[src/rtl/ef_sram_port_arbiter_if.sv]
// rtl/ef_sram_port_arbiter_if.sv - request/response and SRAM macro bundle for ef_sram_port_arbiter
//
// Groups the two fabric requester ports, the init status flag and the
// EF_SRAM macro pins into one bundle.
//   slave  modport : the arbiter (takes requests, drives the macro)
//   master modport : the fabric requesters and the macro model (drive
//                    requests and sram_rdata, observe everything else)
interface ef_sram_port_arbiter_if #(
    parameter int AW = 9,
    parameter int DW = 32
);
    logic          req0_valid;
    logic          req0_ready;
    logic          req0_we;
    logic [AW-1:0] req0_addr;
    logic [DW-1:0] req0_wdata;
    logic          resp0_valid;
    logic [DW-1:0] resp0_rdata;

    logic          req1_valid;
    logic          req1_ready;
    logic          req1_we;
    logic [AW-1:0] req1_addr;
    logic [DW-1:0] req1_wdata;
    logic          resp1_valid;
    logic [DW-1:0] resp1_rdata;

    logic          init_done;

    logic          sram_en;
    logic          sram_we;
    logic [AW-1:0] sram_addr;
    logic [DW-1:0] sram_wdata;
    logic [DW-1:0] sram_rdata;

    modport slave (
        input  req0_valid, req0_we, req0_addr, req0_wdata,
        input  req1_valid, req1_we, req1_addr, req1_wdata,
        input  sram_rdata,
        output req0_ready, resp0_valid, resp0_rdata,
        output req1_ready, resp1_valid, resp1_rdata,
        output init_done,
        output sram_en, sram_we, sram_addr, sram_wdata
    );

    modport master (
        output req0_valid, req0_we, req0_addr, req0_wdata,
        output req1_valid, req1_we, req1_addr, req1_wdata,
        output sram_rdata,
        input  req0_ready, resp0_valid, resp0_rdata,
        input  req1_ready, resp1_valid, resp1_rdata,
        input  init_done,
        input  sram_en, sram_we, sram_addr, sram_wdata
    );
endinterface

[src/rtl/ef_sram_port_arbiter.sv]
// rtl/ef_sram_port_arbiter.sv - two-port arbiter in front of the single-port EF_SRAM macro
//
// After reset the whole array (2^AW words) is zero-filled, one word per
// cycle, then valid/ready requests from two fabric ports are arbitrated
// onto the macro, at most one access per cycle.  Read data returns to the
// owning port two cycles after the handshake.
//
// Ports:
//   UserCLK  - sole clock, rising edge
//   RST      - asynchronous active-high reset
//   bus      - ef_sram_port_arbiter_if.slave: req0/req1 request ports,
//              resp0/resp1 read responses, init_done, sram_* macro pins
//
// Build option: define EF_SRAM_ARB_FIXED_PRIO_EN for fixed priority
// (port 0 always wins contention); otherwise round-robin.
module ef_sram_port_arbiter #(
    parameter int AW = 9,
    parameter int DW = 32
) (
    input  logic                  UserCLK,
    input  logic                  RST,
    ef_sram_port_arbiter_if.slave bus
);
    typedef enum logic {CLEAR = 1'b0, RUN = 1'b1} state_t;

    state_t        state;
    state_t        state_nxt;
    logic [AW-1:0] clr_cnt;
    logic          gnt0;
    logic          gnt1;
    logic          rdy0;
    logic          rdy1;
    logic          init_done_c;

    logic          sram_en_q;
    logic          sram_we_q;
    logic [AW-1:0] sram_addr_q;
    logic [DW-1:0] sram_wdata_q;
    // Owner tag of the read currently on the macro pins, then of the data
    // coming back one cycle later.
    logic          s_rd0;
    logic          s_rd1;
    logic          resp_v0;
    logic          resp_v1;

`ifdef EF_SRAM_ARB_FIXED_PRIO_EN
    always_comb begin
        gnt0 = bus.req0_valid;
        gnt1 = bus.req1_valid & ~bus.req0_valid;
    end
`else
    // rr_ptr names the port that wins the next contention; it flips away
    // from whichever port was just accepted.
    logic rr_ptr;

    always_comb begin
        gnt0 = bus.req0_valid & (~bus.req1_valid | ~rr_ptr);
        gnt1 = bus.req1_valid & (~bus.req0_valid |  rr_ptr);
    end

    always_ff @(posedge UserCLK or posedge RST) begin
        if (RST) begin
            rr_ptr <= 1'b0;
        end else if (rdy0) begin
            rr_ptr <= 1'b1;
        end else if (rdy1) begin
            rr_ptr <= 1'b0;
        end
    end
`endif

    // State register.
    always_ff @(posedge UserCLK or posedge RST) begin
        if (RST) begin
            state <= CLEAR;
        end else begin
            state <= state_nxt;
        end
    end

    // Next-state logic: leave CLEAR once the last address has been issued.
    always_comb begin
        state_nxt = state;
        case (state)
            CLEAR:   if (clr_cnt == {AW{1'b1}}) state_nxt = RUN;
            RUN:     state_nxt = RUN;
            default: state_nxt = CLEAR;
        endcase
    end

    // Output logic.
    always_comb begin
        rdy0        = 1'b0;
        rdy1        = 1'b0;
        init_done_c = 1'b0;
        if (state == RUN) begin
            rdy0        = gnt0;
            rdy1        = gnt1;
            init_done_c = 1'b1;
        end
    end

    // Macro command register, clear counter and read-owner pipeline.
    always_ff @(posedge UserCLK or posedge RST) begin
        if (RST) begin
            clr_cnt      <= '0;
            sram_en_q    <= 1'b0;
            sram_we_q    <= 1'b0;
            sram_addr_q  <= '0;
            sram_wdata_q <= '0;
            s_rd0        <= 1'b0;
            s_rd1        <= 1'b0;
            resp_v0      <= 1'b0;
            resp_v1      <= 1'b0;
        end else begin
            s_rd0   <= rdy0 & ~bus.req0_we;
            s_rd1   <= rdy1 & ~bus.req1_we;
            resp_v0 <= s_rd0;
            resp_v1 <= s_rd1;
            if (state == CLEAR) begin
                sram_en_q    <= 1'b1;
                sram_we_q    <= 1'b1;
                sram_addr_q  <= clr_cnt;
                sram_wdata_q <= '0;
                clr_cnt      <= clr_cnt + 1'b1;
            end else if (rdy0) begin
                sram_en_q    <= 1'b1;
                sram_we_q    <= bus.req0_we;
                sram_addr_q  <= bus.req0_addr;
                sram_wdata_q <= bus.req0_wdata;
            end else if (rdy1) begin
                sram_en_q    <= 1'b1;
                sram_we_q    <= bus.req1_we;
                sram_addr_q  <= bus.req1_addr;
                sram_wdata_q <= bus.req1_wdata;
            end else begin
                sram_en_q <= 1'b0;
                sram_we_q <= 1'b0;
            end
        end
    end

    assign bus.req0_ready  = rdy0;
    assign bus.req1_ready  = rdy1;
    assign bus.init_done   = init_done_c;
    assign bus.sram_en     = sram_en_q;
    assign bus.sram_we     = sram_we_q;
    assign bus.sram_addr   = sram_addr_q;
    assign bus.sram_wdata  = sram_wdata_q;
    assign bus.resp0_valid = resp_v0;
    assign bus.resp1_valid = resp_v1;
    assign bus.resp0_rdata = bus.sram_rdata;
    assign bus.resp1_rdata = bus.sram_rdata;
endmodule

[src/flat_wrapper.sv]
// flat-port wrapper written by rule: the top's interface ports become plain ports
module ef_sram_port_arbiter_flat 
#(
    parameter int AW = 9,
    parameter int DW = 32
)
  (UserCLK, RST, bus_req0_valid, bus_req0_we, bus_req0_addr, bus_req0_wdata, bus_req1_valid, bus_req1_we, bus_req1_addr, bus_req1_wdata, bus_sram_rdata, bus_req0_ready, bus_resp0_valid, bus_resp0_rdata, bus_req1_ready, bus_resp1_valid, bus_resp1_rdata, bus_init_done, bus_sram_en, bus_sram_we, bus_sram_addr, bus_sram_wdata);
  ef_sram_port_arbiter_if #(.AW(AW), .DW(DW)) bus_i ();
  input  logic UserCLK;
  input  logic RST;
  input wire logic [$bits(bus_i.req0_valid)-1:0] bus_req0_valid;
  input wire logic [$bits(bus_i.req0_we)-1:0] bus_req0_we;
  input wire logic [$bits(bus_i.req0_addr)-1:0] bus_req0_addr;
  input wire logic [$bits(bus_i.req0_wdata)-1:0] bus_req0_wdata;
  input wire logic [$bits(bus_i.req1_valid)-1:0] bus_req1_valid;
  input wire logic [$bits(bus_i.req1_we)-1:0] bus_req1_we;
  input wire logic [$bits(bus_i.req1_addr)-1:0] bus_req1_addr;
  input wire logic [$bits(bus_i.req1_wdata)-1:0] bus_req1_wdata;
  input wire logic [$bits(bus_i.sram_rdata)-1:0] bus_sram_rdata;
  output wire logic [$bits(bus_i.req0_ready)-1:0] bus_req0_ready;
  output wire logic [$bits(bus_i.resp0_valid)-1:0] bus_resp0_valid;
  output wire logic [$bits(bus_i.resp0_rdata)-1:0] bus_resp0_rdata;
  output wire logic [$bits(bus_i.req1_ready)-1:0] bus_req1_ready;
  output wire logic [$bits(bus_i.resp1_valid)-1:0] bus_resp1_valid;
  output wire logic [$bits(bus_i.resp1_rdata)-1:0] bus_resp1_rdata;
  output wire logic [$bits(bus_i.init_done)-1:0] bus_init_done;
  output wire logic [$bits(bus_i.sram_en)-1:0] bus_sram_en;
  output wire logic [$bits(bus_i.sram_we)-1:0] bus_sram_we;
  output wire logic [$bits(bus_i.sram_addr)-1:0] bus_sram_addr;
  output wire logic [$bits(bus_i.sram_wdata)-1:0] bus_sram_wdata;
  assign bus_i.req0_valid = bus_req0_valid;
  assign bus_i.req0_we = bus_req0_we;
  assign bus_i.req0_addr = bus_req0_addr;
  assign bus_i.req0_wdata = bus_req0_wdata;
  assign bus_i.req1_valid = bus_req1_valid;
  assign bus_i.req1_we = bus_req1_we;
  assign bus_i.req1_addr = bus_req1_addr;
  assign bus_i.req1_wdata = bus_req1_wdata;
  assign bus_i.sram_rdata = bus_sram_rdata;
  assign bus_req0_ready = bus_i.req0_ready;
  assign bus_resp0_valid = bus_i.resp0_valid;
  assign bus_resp0_rdata = bus_i.resp0_rdata;
  assign bus_req1_ready = bus_i.req1_ready;
  assign bus_resp1_valid = bus_i.resp1_valid;
  assign bus_resp1_rdata = bus_i.resp1_rdata;
  assign bus_init_done = bus_i.init_done;
  assign bus_sram_en = bus_i.sram_en;
  assign bus_sram_we = bus_i.sram_we;
  assign bus_sram_addr = bus_i.sram_addr;
  assign bus_sram_wdata = bus_i.sram_wdata;
  ef_sram_port_arbiter #(.AW(AW), .DW(DW)) u_core (.UserCLK(UserCLK), .RST(RST), .bus(bus_i));
endmodule
[config.mk]
export PLATFORM = sky130hd
export DESIGN_NAME = ef_sram_port_arbiter_flat
export DESIGN_NICKNAME = d
export VERILOG_FILES = /design/src/rtl/ef_sram_port_arbiter_if.sv /design/src/rtl/ef_sram_port_arbiter.sv /design/src/flat_wrapper.sv
export SDC_FILE = /design/constraint.sdc
export NUM_CORES = 1
export LEC_CHECK = 0
export CORE_MARGIN = 3
export CORE_UTILIZATION = 35
export DETAILED_ROUTE_END_ITERATION = 7
export GPL_TIMING_DRIVEN = 0
export PLACE_DENSITY = 0.89
export SLEW_MARGIN = 10
export SYNTH_ARGS = -nofsm -noshare
export SYNTH_HDL_FRONTEND = slang
export SYNTH_SLANG_ARGS = --single-unit
[constraint.sdc]
create_clock -name UserCLK -period 2.3 [get_ports UserCLK]
set_input_delay 0.46 -clock UserCLK [delete_from_list [all_inputs] [get_ports UserCLK]]
set_output_delay 0.46 -clock UserCLK [all_outputs]
set_load 0.01 [all_outputs]
==> PnR_summary.wiki <==
{| class="wikitable"
! Metric !! Value
|-
| Result of the run || finished clean
|-
| Highest metal layer with signal wires || met4
|-
| Crit-path cells || a21bo_4 -> nor2_4 -> buf_6 -> dlygate4sd2_1
|-
| Number of rows in the core area || 34
|-
| Worst-case clock skew || between 0.008 and 0.009 ns
|-
| Total wire length after detailed routing || 11200 µm
|-
| First-pass GRT wire length || roughly 17000 µm
|-
| Detailed router's first-iteration violation count || around 60
|-
| Die Span X || 101 µm
|-
| RSZ-0062 raised after global routing || false
|-
| CTS tree || done
|-
| Max-cap viol count || 0
|-
| Maximum frequency from static timing analysis || 492 MHz
|-
| Flop pwr share || a little over two fifths
|-
| Number of flip-flops under the largest register name || 32
|-
| Min setup slack post-route || around 0.27 ns
|-
| Vias || roughly 3100
|-
| Ant. Diodes || 0
|-
| Static leakage power || about 0.0024 µW
|-
| Final weighted congestion in routability-driven placement || approximately 0.80
|-
| CP Max Fanout || 10
|-
| Most frequent cells in the layout || clkdlybuf4s50_1, buf_4, dfrtp_1
|-
| Post-synthesis sequential element count || 58
|-
| Number of buffers inserted for hold repair after clock tree synthesis || 0
|-
| Internal || about 1800 µW
|-
| Root Buffer || clkbuf_8
|-
| Average wire per standard cell || 18.1 µm
|-
| Element type at the critical path start || register
|-
| Pre-CTS setup slack || -0.600 ns
|-
| Final-report setup violation count || 0
|-
| Die Footprint || between 0.01 and 0.015 mm²
|-
| Via/cell ratio || approximately 5.0
|-
| Power density over cell area || about 430 mW/mm²
|-
| Gr usage total || between 20% and 30%
|-
| Pin slew with the least headroom to its limit || roughly 0.76 ns
|-
| Fill cells || between 700 and 800
|-
| Number of nets with antenna violations after detailed routing || 0
|-
| Largest stage delay on the critical path || approximately 0.44 ns
|-
| Vias in the first global route || about 3500
|-
| Iteration count of the initial detailed-routing pass || 4
|-
| Share of post-route cells with drive strength above 1 || between 20% and 30%
|-
| PortBufs || ~200
|-
| Buffers from clock root to sink, at most || 2
|-
| Global route total overflow || 0
|-
| Clock network fraction of total power || roughly 38%
|-
| Num ports || between 200 and 250
|-
| Syn Inst Count || around 290
|-
| Net Switching || 550 µW
|-
| WP data arrival || 1.57 ns
|-
| Wire length on met3 || between 1000 and 1500 µm
|-
| Final number of max-transition violations || 0
|-
| Combinational Power Share || about a fifth
|-
| Synthesis warning total || 0
|-
| Clock slew at reported path FFs || about 0.070 ns
|-
| Final layout net count || around 630
|-
| Die height || between 100 and 150 µm
|-
| Final hold viol count || 0
|-
| Remaining routing DRC violations || 0
|-
| Proportion of total power due to net switching || between 20% and 30%
|-
| Critical setup path kind || reg2out
|-
| Half-perimeter wire length after detailed placement || 9020 µm
|-
| Routed length on met1 || about 4000 µm
|-
| Maximum number of pins on one net before global-route repair || 33
|-
| Total negative slack for setup checks || 0 ns
|-
| Area growth from synthesis to final layout || 74.4%
|-
| Worst hold path class || reg2reg
|-
| Most common cell after layout, fill and taps aside || clkdlybuf4s50_1
|-
| Number of levels the H-tree was split into || 3
|-
| Remaining max-slew budget at the tightest pin || between 40% and 50%
|-
| Critical Path Sink Type || output pin
|-
| Antenna violations before repair || 0
|-
| Post-Synthesis Net Count || between 400 and 500
|-
| Total clock sinks || 58
|-
| VDD IR max || 0.237 mV
|-
| Sequential-to-total area share from yosys stat || 45.7%
|-
| Standard cell with the maximum stage delay on the critical path || dfrtp_1
|-
| CTS buffer count || 9
|-
| Total met2 wirelength after detailed routing || approximately 6100 µm
|-
| Data required time at the worst endpoint || between 1.5 and 2 ns
|-
| Time the final worst path needs with I/O delays and setup || slightly above 2 ns
|-
| Synthesized area || 0.00318 mm²
|-
| Syn_area_per_cell || roughly 11 µm²
|-
| Final clock period utilization by the worst path || about nine tenths
|-
| Initial core utilization || 36.3%
|-
| Cell variety after synth || 31
|-
| Worst-Skew Late Latency || approximately 0.33 ns
|-
| Core region area || approximately 0.009 mm²
|}
==> cell families after synthesis <==
kind of cell               count (synthesis)  synth area share, %
buffers and inverters                     90                 19.8
and+or+nand+nor                           78                 16.1
DFF                                       58                 45.7
AOI/OAI and AO/OA                         56                 15.0
xor gates and xnor gates                   7                 1.93
muxes                                      2                0.708
adders and majority gates                  2                0.787
==> Yosys cell counts, drive strengths merged <==
library cell	count	area (µm²)
a21bo	1	10.0
a21boi	1	7.51
a21oi	2	10.0
a221o	33	330
a31oi	10	62.6
and2	1	6.26
and3	1	6.26
and4	32	280
buf	80	592
clkbuf	6	22.5
dfrtp	58	1450
ha	2	25.0
inv	4	15.0
mux2	2	22.5
nand2	21	78.8
nand2b	9	56.3
nand3	1	5.00
nand4	3	18.8
nand4b	1	8.76
nor2	5	28.8
nor2b	1	6.26
nor3	1	5.00
o22ai	9	56.3
or2	2	12.5
xnor2	5	43.8
xor2	2	17.5
==> worst max-delay path: cells and delay by family, from the launching register on <==
family | cells | cell delay, ns
compound gates | 1 | 0.26
simple gates | 1 | 0.12
flops | 1 | 0.44
buf+inv | 2 | 0.42
==> routing by layer <==
layer / track usage [%] / up-vias
met5: 0 / -
met2: 40.1 / 152
met1: 22.7 / 1501
li1: - / 1446
met3: 8.26 / 12
met4: 6.13 / 0
==> final timing paths <==
path / cells past startpoint / end / start / slack, ns
max: 4 / bus_req0_ready / u_core.rr_ptr / 0.27
min: 0 / u_core.bus.resp1_valid / u_core.s_rd1 / 0.35
max reg2reg: 5 / u_core.bus.sram_wdata[26] / u_core.rr_ptr / 0.56
min reg2reg: 0 / u_core.bus.resp1_valid / u_core.s_rd1 / 0.35
max in group asynchronous: 3 / u_core.bus.sram_wdata[30] / RST / 1.21
min in group asynchronous: 2 / u_core.clr_cnt[5] / RST / 0.51
==> area by class of cell <==
type	count	area [µm²]	share of cell area (%)
plain buffers	86	624	11.3
repair buffers	202	2020	36.5
clock inverters	5	55.1	0.993
flip-flops and latches	58	1450	26.2
multi-input cells	145	1110	20.0
well taps	108	135	2.44
inverters	4	15.0	0.271
clock buffers	11	131	2.37
==> power by group through the flow <==
stage	Sequential (µW)	Combinational [µW]	Clock (µW)
3_3_place_gp	1040	443	0
4_1_cts	1020	462	920
2_1_floorplan	1040	165	0
6_report	1020	457	902
5_1_grt	1020	486	975
3_5_place_dp	1040	457	0
==> stage by stage <==
stage | power, µW | cell area, µm² | cells | hold slack [ns] | utilization [%]
after floorplan | 1200 | 3180 | 293 | 0.331 | -
after global placement | 1480 | 5310 | 600 | 0.335 | 60.6
after detailed placement | 1500 | 5330 | 601 | 0.336 | 60.8
after CTS | 2400 | 5550 | 619 | 0.361 | 63.3
after global routing | 2480 | 5550 | 619 | 0.382 | 63.3
final | 2380 | 5550 | 619 | 0.354 | 63.3
==> repair_timing <==
item,in CTS,in global routing
endpoints found under the setup margin,2,0
setup buffers,2,0
resized for setup,11,0
Power figures use the tool's default switching activity.
